File: src/rtl/adaptive_filter_pkg.sv
// Purpose : shared types and saturating arithmetic for the multi-channel adaptive filter.
// Latency : n/a (types and pure functions only).
// Backpressure : n/a.
// Contents: filt_mode_t mode encoding, the wide_t operand type, and sat_max/sat_min/sat_add
//           (range limits for a signed word of a given width, and clamp-with-flag addition).
package adaptive_filter_pkg;

   typedef enum logic [1:0] {
      MODE_DIFF = 2'd0,
      MODE_INT  = 2'd1,
      MODE_BYP  = 2'd2,
      MODE_RSV  = 2'd3
   } filt_mode_t;

   // Widest sample word the arithmetic helpers support. Operands are carried
   // sign-extended to SAT_W_MAX+1 bits, so the sum of two words of any
   // supported width can never wrap before it is clamped.
   localparam int SAT_W_MAX = 32;

   typedef logic signed [SAT_W_MAX:0] wide_t;

   typedef struct packed {
      logic                        sat;
      logic signed [SAT_W_MAX-1:0] val;
   } sat_res_t;

   // Largest value a signed word of width wl can hold: 2^(wl-1)-1.
   function automatic wide_t sat_max(input int wl);
      return (wide_t'(1) <<< (wl - 1)) - wide_t'(1);
   endfunction

   // Smallest value a signed word of width wl can hold: -2^(wl-1).
   function automatic wide_t sat_min(input int wl);
      return -(wide_t'(1) <<< (wl - 1));
   endfunction

   // Adds two sign-extended words and clamps the result to the range of a
   // wl-bit signed word; sat flags that the clamp was applied.
   function automatic sat_res_t sat_add(input wide_t a, input wide_t b, input int wl);
      wide_t    sum;
      wide_t    hi;
      wide_t    lo;
      sat_res_t r;
      sum   = a + b;
      hi    = sat_max(wl);
      lo    = sat_min(wl);
      r.sat = 1'b1;
      if (sum > hi) begin
         r.val = hi[SAT_W_MAX-1:0];
      end else if (sum < lo) begin
         r.val = lo[SAT_W_MAX-1:0];
      end else begin
         r.val = sum[SAT_W_MAX-1:0];
         r.sat = 1'b0;
      end
      return r;
   endfunction

endpackage

File: src/rtl/adaptive_filter_mc_if.sv
// Purpose : input and output sample streams of the multi-channel adaptive filter.
// Latency : n/a (wires only).
// Backpressure : valid/ready on both streams; a beat moves when tvalid && tready.
// Ports   : s_* sample stream into the filter, m_* filtered stream out (m_tsat = clamped beat).
//           master = sample source / result sink, slave = the filter.
interface adaptive_filter_mc_if #(
   parameter int WORDLENGTH = 14,
   parameter int CH_W       = 2
);
   logic [WORDLENGTH-1:0] s_tdata;
   logic [CH_W-1:0]       s_tuser;
   logic                  s_tvalid;
   logic                  s_tready;
   logic [WORDLENGTH-1:0] m_tdata;
   logic [CH_W-1:0]       m_tuser;
   logic                  m_tsat;
   logic                  m_tvalid;
   logic                  m_tready;

   modport master (
      output s_tdata, s_tuser, s_tvalid, m_tready,
      input  s_tready, m_tdata, m_tuser, m_tsat, m_tvalid
   );

   modport slave (
      input  s_tdata, s_tuser, s_tvalid, m_tready,
      output s_tready, m_tdata, m_tuser, m_tsat, m_tvalid
   );
endinterface

File: src/rtl/adaptive_filter_mc_chstate.sv
// Purpose : per-channel history (previous sample and running sum) for the adaptive filter.
// Latency : read is combinational; writes and clears take effect at the next clk edge.
// Backpressure : none; the caller decides when to write.
// Ports   : clk/srst, clr_all (zero every channel), rd_idx -> rd_prev/rd_acc,
//           wr_idx with independent wr_prev_en/wr_acc_en enables.
module adaptive_filter_mc_chstate #(
   parameter int WORDLENGTH   = 14,
   parameter int NUM_CHANNELS = 4,
   parameter int CH_W         = 2
) (
   input  logic                  clk,
   input  logic                  srst,
   input  logic                  clr_all,
   input  logic [CH_W-1:0]       rd_idx,
   output logic [WORDLENGTH-1:0] rd_prev,
   output logic [WORDLENGTH-1:0] rd_acc,
   input  logic [CH_W-1:0]       wr_idx,
   input  logic                  wr_prev_en,
   input  logic [WORDLENGTH-1:0] wr_prev,
   input  logic                  wr_acc_en,
   input  logic [WORDLENGTH-1:0] wr_acc
);
   localparam logic [CH_W:0] NCH = NUM_CHANNELS[CH_W:0];

   logic [WORDLENGTH-1:0] prev_q [NUM_CHANNELS];
   logic [WORDLENGTH-1:0] acc_q  [NUM_CHANNELS];

   // A write on the same edge as clr_all wins: the sample that arrives with a
   // mode change must leave its own history behind. srst beats everything.
   always_ff @(posedge clk) begin
      for (int c = 0; c < NUM_CHANNELS; c++) begin
         if (srst || clr_all) begin
            prev_q[c] <= '0;
            acc_q[c]  <= '0;
         end
         if (!srst && wr_prev_en && (wr_idx == CH_W'(c))) begin
            prev_q[c] <= wr_prev;
         end
         if (!srst && wr_acc_en && (wr_idx == CH_W'(c))) begin
            acc_q[c] <= wr_acc;
         end
      end
   end

   // Out-of-range indices read as zero instead of indexing past the array.
   assign rd_prev = ({1'b0, rd_idx} < NCH) ? prev_q[rd_idx] : '0;
   assign rd_acc  = ({1'b0, rd_idx} < NCH) ? acc_q[rd_idx]  : '0;
endmodule

File: src/rtl/adaptive_filter_mc.sv
// Purpose : multi-channel saturating differentiate / integrate / bypass filter.
// Latency : 1 cycle from input accept to m_tvalid; 1 sample/cycle while m_tready=1.
// Backpressure : s_tready = !m_tvalid || m_tready (single output register, no skid).
// Ports   : clk, srst (sync, active-high), ctrl (0 diff, 1 int, 2/3 bypass),
//           bus (s_* in, m_* out), err_ch (1-cycle pulse on out-of-range s_tuser).
module adaptive_filter_mc #(
   parameter int WORDLENGTH        = 14,
   parameter int FRACTIONAL_LENGTH = 6,
   parameter int NUM_CHANNELS      = 4,
   parameter int CH_W              = (NUM_CHANNELS > 1) ? $clog2(NUM_CHANNELS) : 1
) (
   input  logic                 clk,
   input  logic                 srst,
   input  logic [1:0]           ctrl,
   adaptive_filter_mc_if.slave  bus,
   output logic                 err_ch
);
   import adaptive_filter_pkg::*;

   localparam logic [CH_W:0] NCH = NUM_CHANNELS[CH_W:0];

   // The fractional length only documents the fixed-point format; add and
   // subtract are format-agnostic, so it only has to be sane.
   if (WORDLENGTH < 2 || WORDLENGTH >= SAT_W_MAX || FRACTIONAL_LENGTH < 0 ||
       FRACTIONAL_LENGTH > WORDLENGTH || NUM_CHANNELS < 1) begin : g_param_check
      $error("adaptive_filter_mc: unsupported parameter set");
   end

   filt_mode_t            mode_q;
   filt_mode_t            mode_in;
   logic                  accept;
   logic                  ch_ok;
   logic                  mode_chg;
   logic [WORDLENGTH-1:0] rd_prev;
   logic [WORDLENGTH-1:0] rd_acc;
   wide_t                 x_w;
   wide_t                 prev_w;
   wide_t                 acc_w;
   sat_res_t              res;
   logic [WORDLENGTH-1:0] y;
   logic                  y_sat;
   logic                  wr_prev_en;
   logic                  wr_acc_en;
   logic                  unused_res_hi;

   assign mode_in       = filt_mode_t'(ctrl);
   assign mode_chg      = (mode_in != mode_q);
   assign bus.s_tready  = !bus.m_tvalid || bus.m_tready;
   assign accept        = bus.s_tvalid && bus.s_tready;
   assign ch_ok         = ({1'b0, bus.s_tuser} < NCH);

   adaptive_filter_mc_chstate #(
      .WORDLENGTH   (WORDLENGTH),
      .NUM_CHANNELS (NUM_CHANNELS),
      .CH_W         (CH_W)
   ) u_chstate (
      .clk        (clk),
      .srst       (srst),
      .clr_all    (mode_chg),
      .rd_idx     (bus.s_tuser),
      .rd_prev    (rd_prev),
      .rd_acc     (rd_acc),
      .wr_idx     (bus.s_tuser),
      .wr_prev_en (wr_prev_en),
      .wr_prev    (bus.s_tdata),
      .wr_acc_en  (wr_acc_en),
      .wr_acc     (y)
   );

   // On a mode-change edge the history is being cleared, so the sample that
   // arrives with it must already see zeros rather than the stale registers.
   assign x_w    = wide_t'($signed(bus.s_tdata));
   assign prev_w = mode_chg ? wide_t'(0) : wide_t'($signed(rd_prev));
   assign acc_w  = mode_chg ? wide_t'(0) : wide_t'($signed(rd_acc));

   always_comb begin
      res        = '0;
      y          = bus.s_tdata;
      y_sat      = 1'b0;
      wr_prev_en = 1'b0;
      wr_acc_en  = 1'b0;
      case (mode_in)
         MODE_DIFF: begin
            res        = sat_add(x_w, -prev_w, WORDLENGTH);
            y          = res.val[WORDLENGTH-1:0];
            y_sat      = res.sat;
            wr_prev_en = accept && ch_ok;
         end
         MODE_INT: begin
            res        = sat_add(acc_w, x_w, WORDLENGTH);
            y          = res.val[WORDLENGTH-1:0];
            y_sat      = res.sat;
            wr_acc_en  = accept && ch_ok;
         end
         default: ;
      endcase
   end

   // Clamped results always fit in WORDLENGTH bits; the upper bits are only sign copies.
   assign unused_res_hi = ^res.val[SAT_W_MAX-1:WORDLENGTH];

   always_ff @(posedge clk) begin
      if (srst) begin
         mode_q       <= MODE_DIFF;
         err_ch       <= 1'b0;
         bus.m_tvalid <= 1'b0;
         bus.m_tdata  <= '0;
         bus.m_tuser  <= '0;
         bus.m_tsat   <= 1'b0;
      end else begin
         mode_q <= mode_in;
         err_ch <= accept && !ch_ok;
         if (accept && ch_ok) begin
            bus.m_tvalid <= 1'b1;
            bus.m_tdata  <= y;
            bus.m_tuser  <= bus.s_tuser;
            bus.m_tsat   <= y_sat;
         end else if (bus.m_tready) begin
            bus.m_tvalid <= 1'b0;
         end
      end
   end
endmodule

File: src/flat_wrapper.sv
// flat-port wrapper written by rule: the top's interface ports become plain ports
module adaptive_filter_mc_flat import adaptive_filter_pkg::*;
#(
   parameter int WORDLENGTH        = 14,
   parameter int FRACTIONAL_LENGTH = 6,
   parameter int NUM_CHANNELS      = 4,
   parameter int CH_W              = (NUM_CHANNELS > 1) ? $clog2(NUM_CHANNELS) : 1
)
  (clk, srst, ctrl, err_ch, bus_s_tdata, bus_s_tuser, bus_s_tvalid, bus_m_tready, bus_s_tready, bus_m_tdata, bus_m_tuser, bus_m_tsat, bus_m_tvalid);
  adaptive_filter_mc_if #(.WORDLENGTH(WORDLENGTH), .CH_W(CH_W)) bus_i ();
  input  logic clk;
  input  logic srst;
  input  logic [1:0] ctrl;
  output logic err_ch;
  input wire logic [$bits(bus_i.s_tdata)-1:0] bus_s_tdata;
  input wire logic [$bits(bus_i.s_tuser)-1:0] bus_s_tuser;
  input wire logic [$bits(bus_i.s_tvalid)-1:0] bus_s_tvalid;
  input wire logic [$bits(bus_i.m_tready)-1:0] bus_m_tready;
  output wire logic [$bits(bus_i.s_tready)-1:0] bus_s_tready;
  output wire logic [$bits(bus_i.m_tdata)-1:0] bus_m_tdata;
  output wire logic [$bits(bus_i.m_tuser)-1:0] bus_m_tuser;
  output wire logic [$bits(bus_i.m_tsat)-1:0] bus_m_tsat;
  output wire logic [$bits(bus_i.m_tvalid)-1:0] bus_m_tvalid;
  assign bus_i.s_tdata = bus_s_tdata;
  assign bus_i.s_tuser = bus_s_tuser;
  assign bus_i.s_tvalid = bus_s_tvalid;
  assign bus_i.m_tready = bus_m_tready;
  assign bus_s_tready = bus_i.s_tready;
  assign bus_m_tdata = bus_i.m_tdata;
  assign bus_m_tuser = bus_i.m_tuser;
  assign bus_m_tsat = bus_i.m_tsat;
  assign bus_m_tvalid = bus_i.m_tvalid;
  adaptive_filter_mc #(.WORDLENGTH(WORDLENGTH), .FRACTIONAL_LENGTH(FRACTIONAL_LENGTH), .NUM_CHANNELS(NUM_CHANNELS), .CH_W(CH_W)) u_core (.clk(clk), .srst(srst), .ctrl(ctrl), .bus(bus_i), .err_ch(err_ch));
endmodule
File: config.mk
export PLATFORM = sky130hd
export DESIGN_NAME = adaptive_filter_mc_flat
export DESIGN_NICKNAME = d
export VERILOG_FILES = /design/src/rtl/adaptive_filter_pkg.sv /design/src/rtl/adaptive_filter_mc_if.sv /design/src/rtl/adaptive_filter_mc_chstate.sv /design/src/rtl/adaptive_filter_mc.sv /design/src/flat_wrapper.sv
export SDC_FILE = /design/constraint.sdc
export NUM_CORES = 1
export LEC_CHECK = 0
export BUFFER_PORTS_ARGS = -buffer_cell sky130_fd_sc_hd__buf_2
export CAP_MARGIN = 20
export CORE_ASPECT_RATIO = 0.9
export CORE_MARGIN = 8
export CORE_UTILIZATION = 35
export DETAILED_ROUTE_END_ITERATION = 7
export PLACE_DENSITY_LB_ADDON = 0.25
export SLEW_MARGIN = 5
export SYNTH_ARGS = -nofsm -noshare
export SYNTH_HDL_FRONTEND = slang
export SYNTH_SLANG_ARGS = --single-unit
File: constraint.sdc
create_clock -name clk -period 7 [get_ports clk]
set_clock_uncertainty 0.05 [all_clocks]
set_input_delay 0.7 -clock clk [delete_from_list [all_inputs] [get_ports clk]]
set_output_delay 0.7 -clock clk [all_outputs]
set_load 0.02 [all_outputs]
==> impl_metrics.json <==
{
  "outcome": "complete, no violations",
  "syn-num-nets": 760,
  "rsz0062_at_grt": "no",
  "syn_inst": 700,
  "grt_usage_pct": 16.69,
  "dieArea_sq_um": 27370,
  "yosysUniqueCellTypes": 71,
  "cts_setup_buffers": 0,
  "detail-route-antenna-nets": 0,
  "met1_usage_pct": 22.91,
  "pre_cts_ws_ps": 416.4,
  "tightest_slew_ps": 1085,
  "wl_per_cell_um": 21.47,
  "top_usage_layer": "met2",
  "avgViaCountPerCell": 5.551,
  "slew_viol_final": 0,
  "n_fill_cell": 2158,
  "gr-usage-met2_pct": 26.41,
  "seq_area_sq_um": 3764,
  "rows": 52,
  "syn_avg_cell_area_sq_um": 11.16,
  "fmax_mhz": 160.4,
  "port_buffers": 40,
  "max_cap_viol_count": 0,
  "grt_pass1_wl_um": 34980,
  "die_x_um": 173.5,
  "yosysSeqAreaShare_pct": 48.16,
  "drt_iter0_drc": 502,
  "path_class": "input pin to flip-flop",
  "diodes": 0,
  "async_reset_ff_share_pct": 0,
  "synth_edf_count": 112,
  "start_util_pct": 35.22,
  "drive_above_1_share_pct": 19.28,
  "cts.sinks": 132,
  "vdd_drop_max_v": 0.0001590,
  "syn_to_final_growth_pct": 14.95,
  "dr.pass1.iters": 5,
  "path_clk_slew_ps": 60,
  "antenna_found_initial": 0,
  "required_ps": 7280,
  "htreeDepth": 4,
  "final-setup-viol-count": 0,
  "place_congestion": 0.8631,
  "grt_overflow_total": 0,
  "cts_tree": "yes",
  "dp_cells": 1017,
  "drc": 0,
  "holdBufCountCts": 0,
  "start_kind": "input pin",
  "synthFlopType": "edfxtp_1",
  "ys_ff_latch": 132,
  "die_h_um": 157.8,
  "use_met3_pct": 3.100,
  "crit_fanout": 20,
  "syn_area_sq_um": 7815,
  "end_kind": "flip-flop",
  "power_density_nw_per_um2": 241.2,
  "num_io_pins": 42,
  "hold_class": "flip-flop to flip-flop",
  "arrival_ps": 6510,
  "finalHoldViolCount": 0,
  "cts_buffers": 17,
  "setup_tns_ps": 0,
  "multi_input_area_sq_um": 3850,
  "grt_pass1_vias": 5934,
  "core_region_area_sq_um": 22190,
  "finalCritPeriodShare_pct": 89.07,
  "finalWorstSetupSlack_ps": 765.2,
  "cts_root_buf": "clkbuf_16",
  "finalNetCount": 799,
  "slew_headroom_pct": 27.38,
  "fin_cells": 1049,
  "clk_latency_ps": 420,
  "synth_warnings": 0,
  "cts_resized": 0,
  "clk_path_buf_depth": 2,
  "grt_max_degree": 33,
  "min_period_ps": 6235,
  "route.vias.total": 5823,
  "wirelength_um": 22520,
  "p_leak_nw": 3.660,
  "dp_hpwl_um": 15810
}
[state kept, by name (all words and copies together) (netlist names)]
| name | cells |
|---|---|
| u_core.bus.m_tdata | 14 |
| u_core.bus.m_tsat | 1 |
| u_core.bus.m_tuser | 2 |
| u_core.bus.m_tvalid | 1 |
| u_core.mode_q | 2 |
| u_core.u_chstate.acc_q | 56 |
| u_core.u_chstate.prev_q | 56 |
[synth_stat cells, types with 6 or more instances]
library cell	instances	area (sq um)
a2111oi_2	7	105.1
a211oi_1	15	112.6
a21o_1	10	75.07
a21oi_1	34	170.2
and2_1	46	287.8
and3_1	29	181.4
clkbuf_1	25	93.84
dfxtp_1	20	400.4
edfxtp_1	112	3363
fa_1	10	200.2
ha_1	28	350.3
inv_1	17	63.81
mux4_2	24	540.5
nand2_1	45	168.9
nand2b_1	10	62.56
nand3_1	7	35.03
nor2_1	91	341.6
nor2b_1	9	56.30
nor3_1	18	90.09
o211ai_1	6	45.04
o21ai_0	19	95.09
xnor2_1	8	70.07
xor2_1	12	105.1
[worst paths after layout]
path                         startpoint                     to  slack (ps)  cells past startpoint
setup reg to reg       u_core.mode_q[1]  u_core.bus.m_tdata[2]        1110                     20
hold / removal    u_core.bus.m_tuser[0]  u_core.bus.m_tuser[0]         410                      2
setup / recovery         bus_s_tuser[0]  u_core.bus.m_tdata[2]         770                     20
hold reg to reg   u_core.bus.m_tuser[0]  u_core.bus.m_tuser[0]         410                      2
[metal layers]
| metal | vias to the layer above | part of all wire, % | wire, um |
|---|---|---|---|
| met5 | - | 0 | 0 |
| met4 | 0 | 1.6 | 359 |
| met3 | 33 | 4.9 | 1103 |
| met2 | 191 | 46 | 10270 |
| met1 | 2918 | 48 | 10780 |
| li1 | 2681 | - | - |
[cell families (layout without fill, tap and decap cells)]
family	after synthesis	count (layout)	share of synthesized area [%]
flip-flops	132	132	48.16
multiplexers	33	33	8.133
AO/OA/AOI/OAI	138	138	13.27
AND/OR/NAND/NOR	282	282	18.16
other	1	1	0.04798
buffers and inverters	56	108	2.946
adder cells (fa/ha/maj)	38	38	7.045
XOR/XNOR	20	20	2.241
[cells in the final DEF, fill, tap and decap left out, types with 4 or more instances in the layout]
cell type  netlist  layout
nand3_1          7       7
nand2b_1        10      10
and3_1          29      29
nor3_1          18      17
or2_2            5       5
o21ai_0         19      19
nor4_1           4       4
a2111oi_2        7       7
mux2_2           4       4
buf_2            5      40
clkinv_2         0       4
edfxtp_1       112     112
xnor2_1          8       8
mux4_2          24      24
dfxtp_1         20      20
and2_1          46      46
clkbuf_16        0      17
a211oi_1        15      15
nor2b_1          9       9
a21oi_1         34      34
o211ai_1         6       6
mux2i_1          5       5
xor2_1          12      12
nor2_1          91      91
a21o_1          10      10
inv_1           17      17
ha_1            28      28
nand2_1         45      45
a31oi_1          5       5
fa_1            10      10
buf_4            1      19
[worst max-delay path: stages]
cell	delay, ps
buf_2	530
buf_4	340
mux4_2	520
and3_1	190
ha_1	350
a21o_1	210
a21oi_1	320
a21bo_2	210
a21oi_2	40
or2_2	320
nand2_1	70
nand2_1	60
fa_1	520
nand4b_1	120
or4_1	460
o41a_1	660
nor3_1	320
a2111oi_2	90
buf_4	210
a211oi_1	230
[power by group]
group	leakage [nW]	switching [mW]	internal [mW]
clock network	0.283	0.338	0.557
logic	1.90	0.223	0.128
registers	1.47	0.0169	0.904
total	3.66	0.578	1.59
[area by class of cell]
cell class                      count  share of cell area [%]
Multi-Input combinational cell    512                   42.86
Clock inverter                     14                   1.811
Timing Repair Buffer               59                   3.816
Tap cell                          297                   4.136
Inverter                           17                  0.7103
Sequential cell                   132                   41.89
Clock buffer                       18                   4.777
[per-stage QoR]
step,power [mW],hold WS [ps],instance area (sq um),util [%]
floorplan,1.159,484.5,7815,-
global route,2.239,419.7,8984,40.49
detailed placement,1.283,398.1,8392,37.82
CTS,2.175,411.4,8984,40.49
finish,2.167,412.4,8984,40.49
global placement,1.277,395.8,8392,37.82
Note: power is estimated with default switching activity, not from simulation.
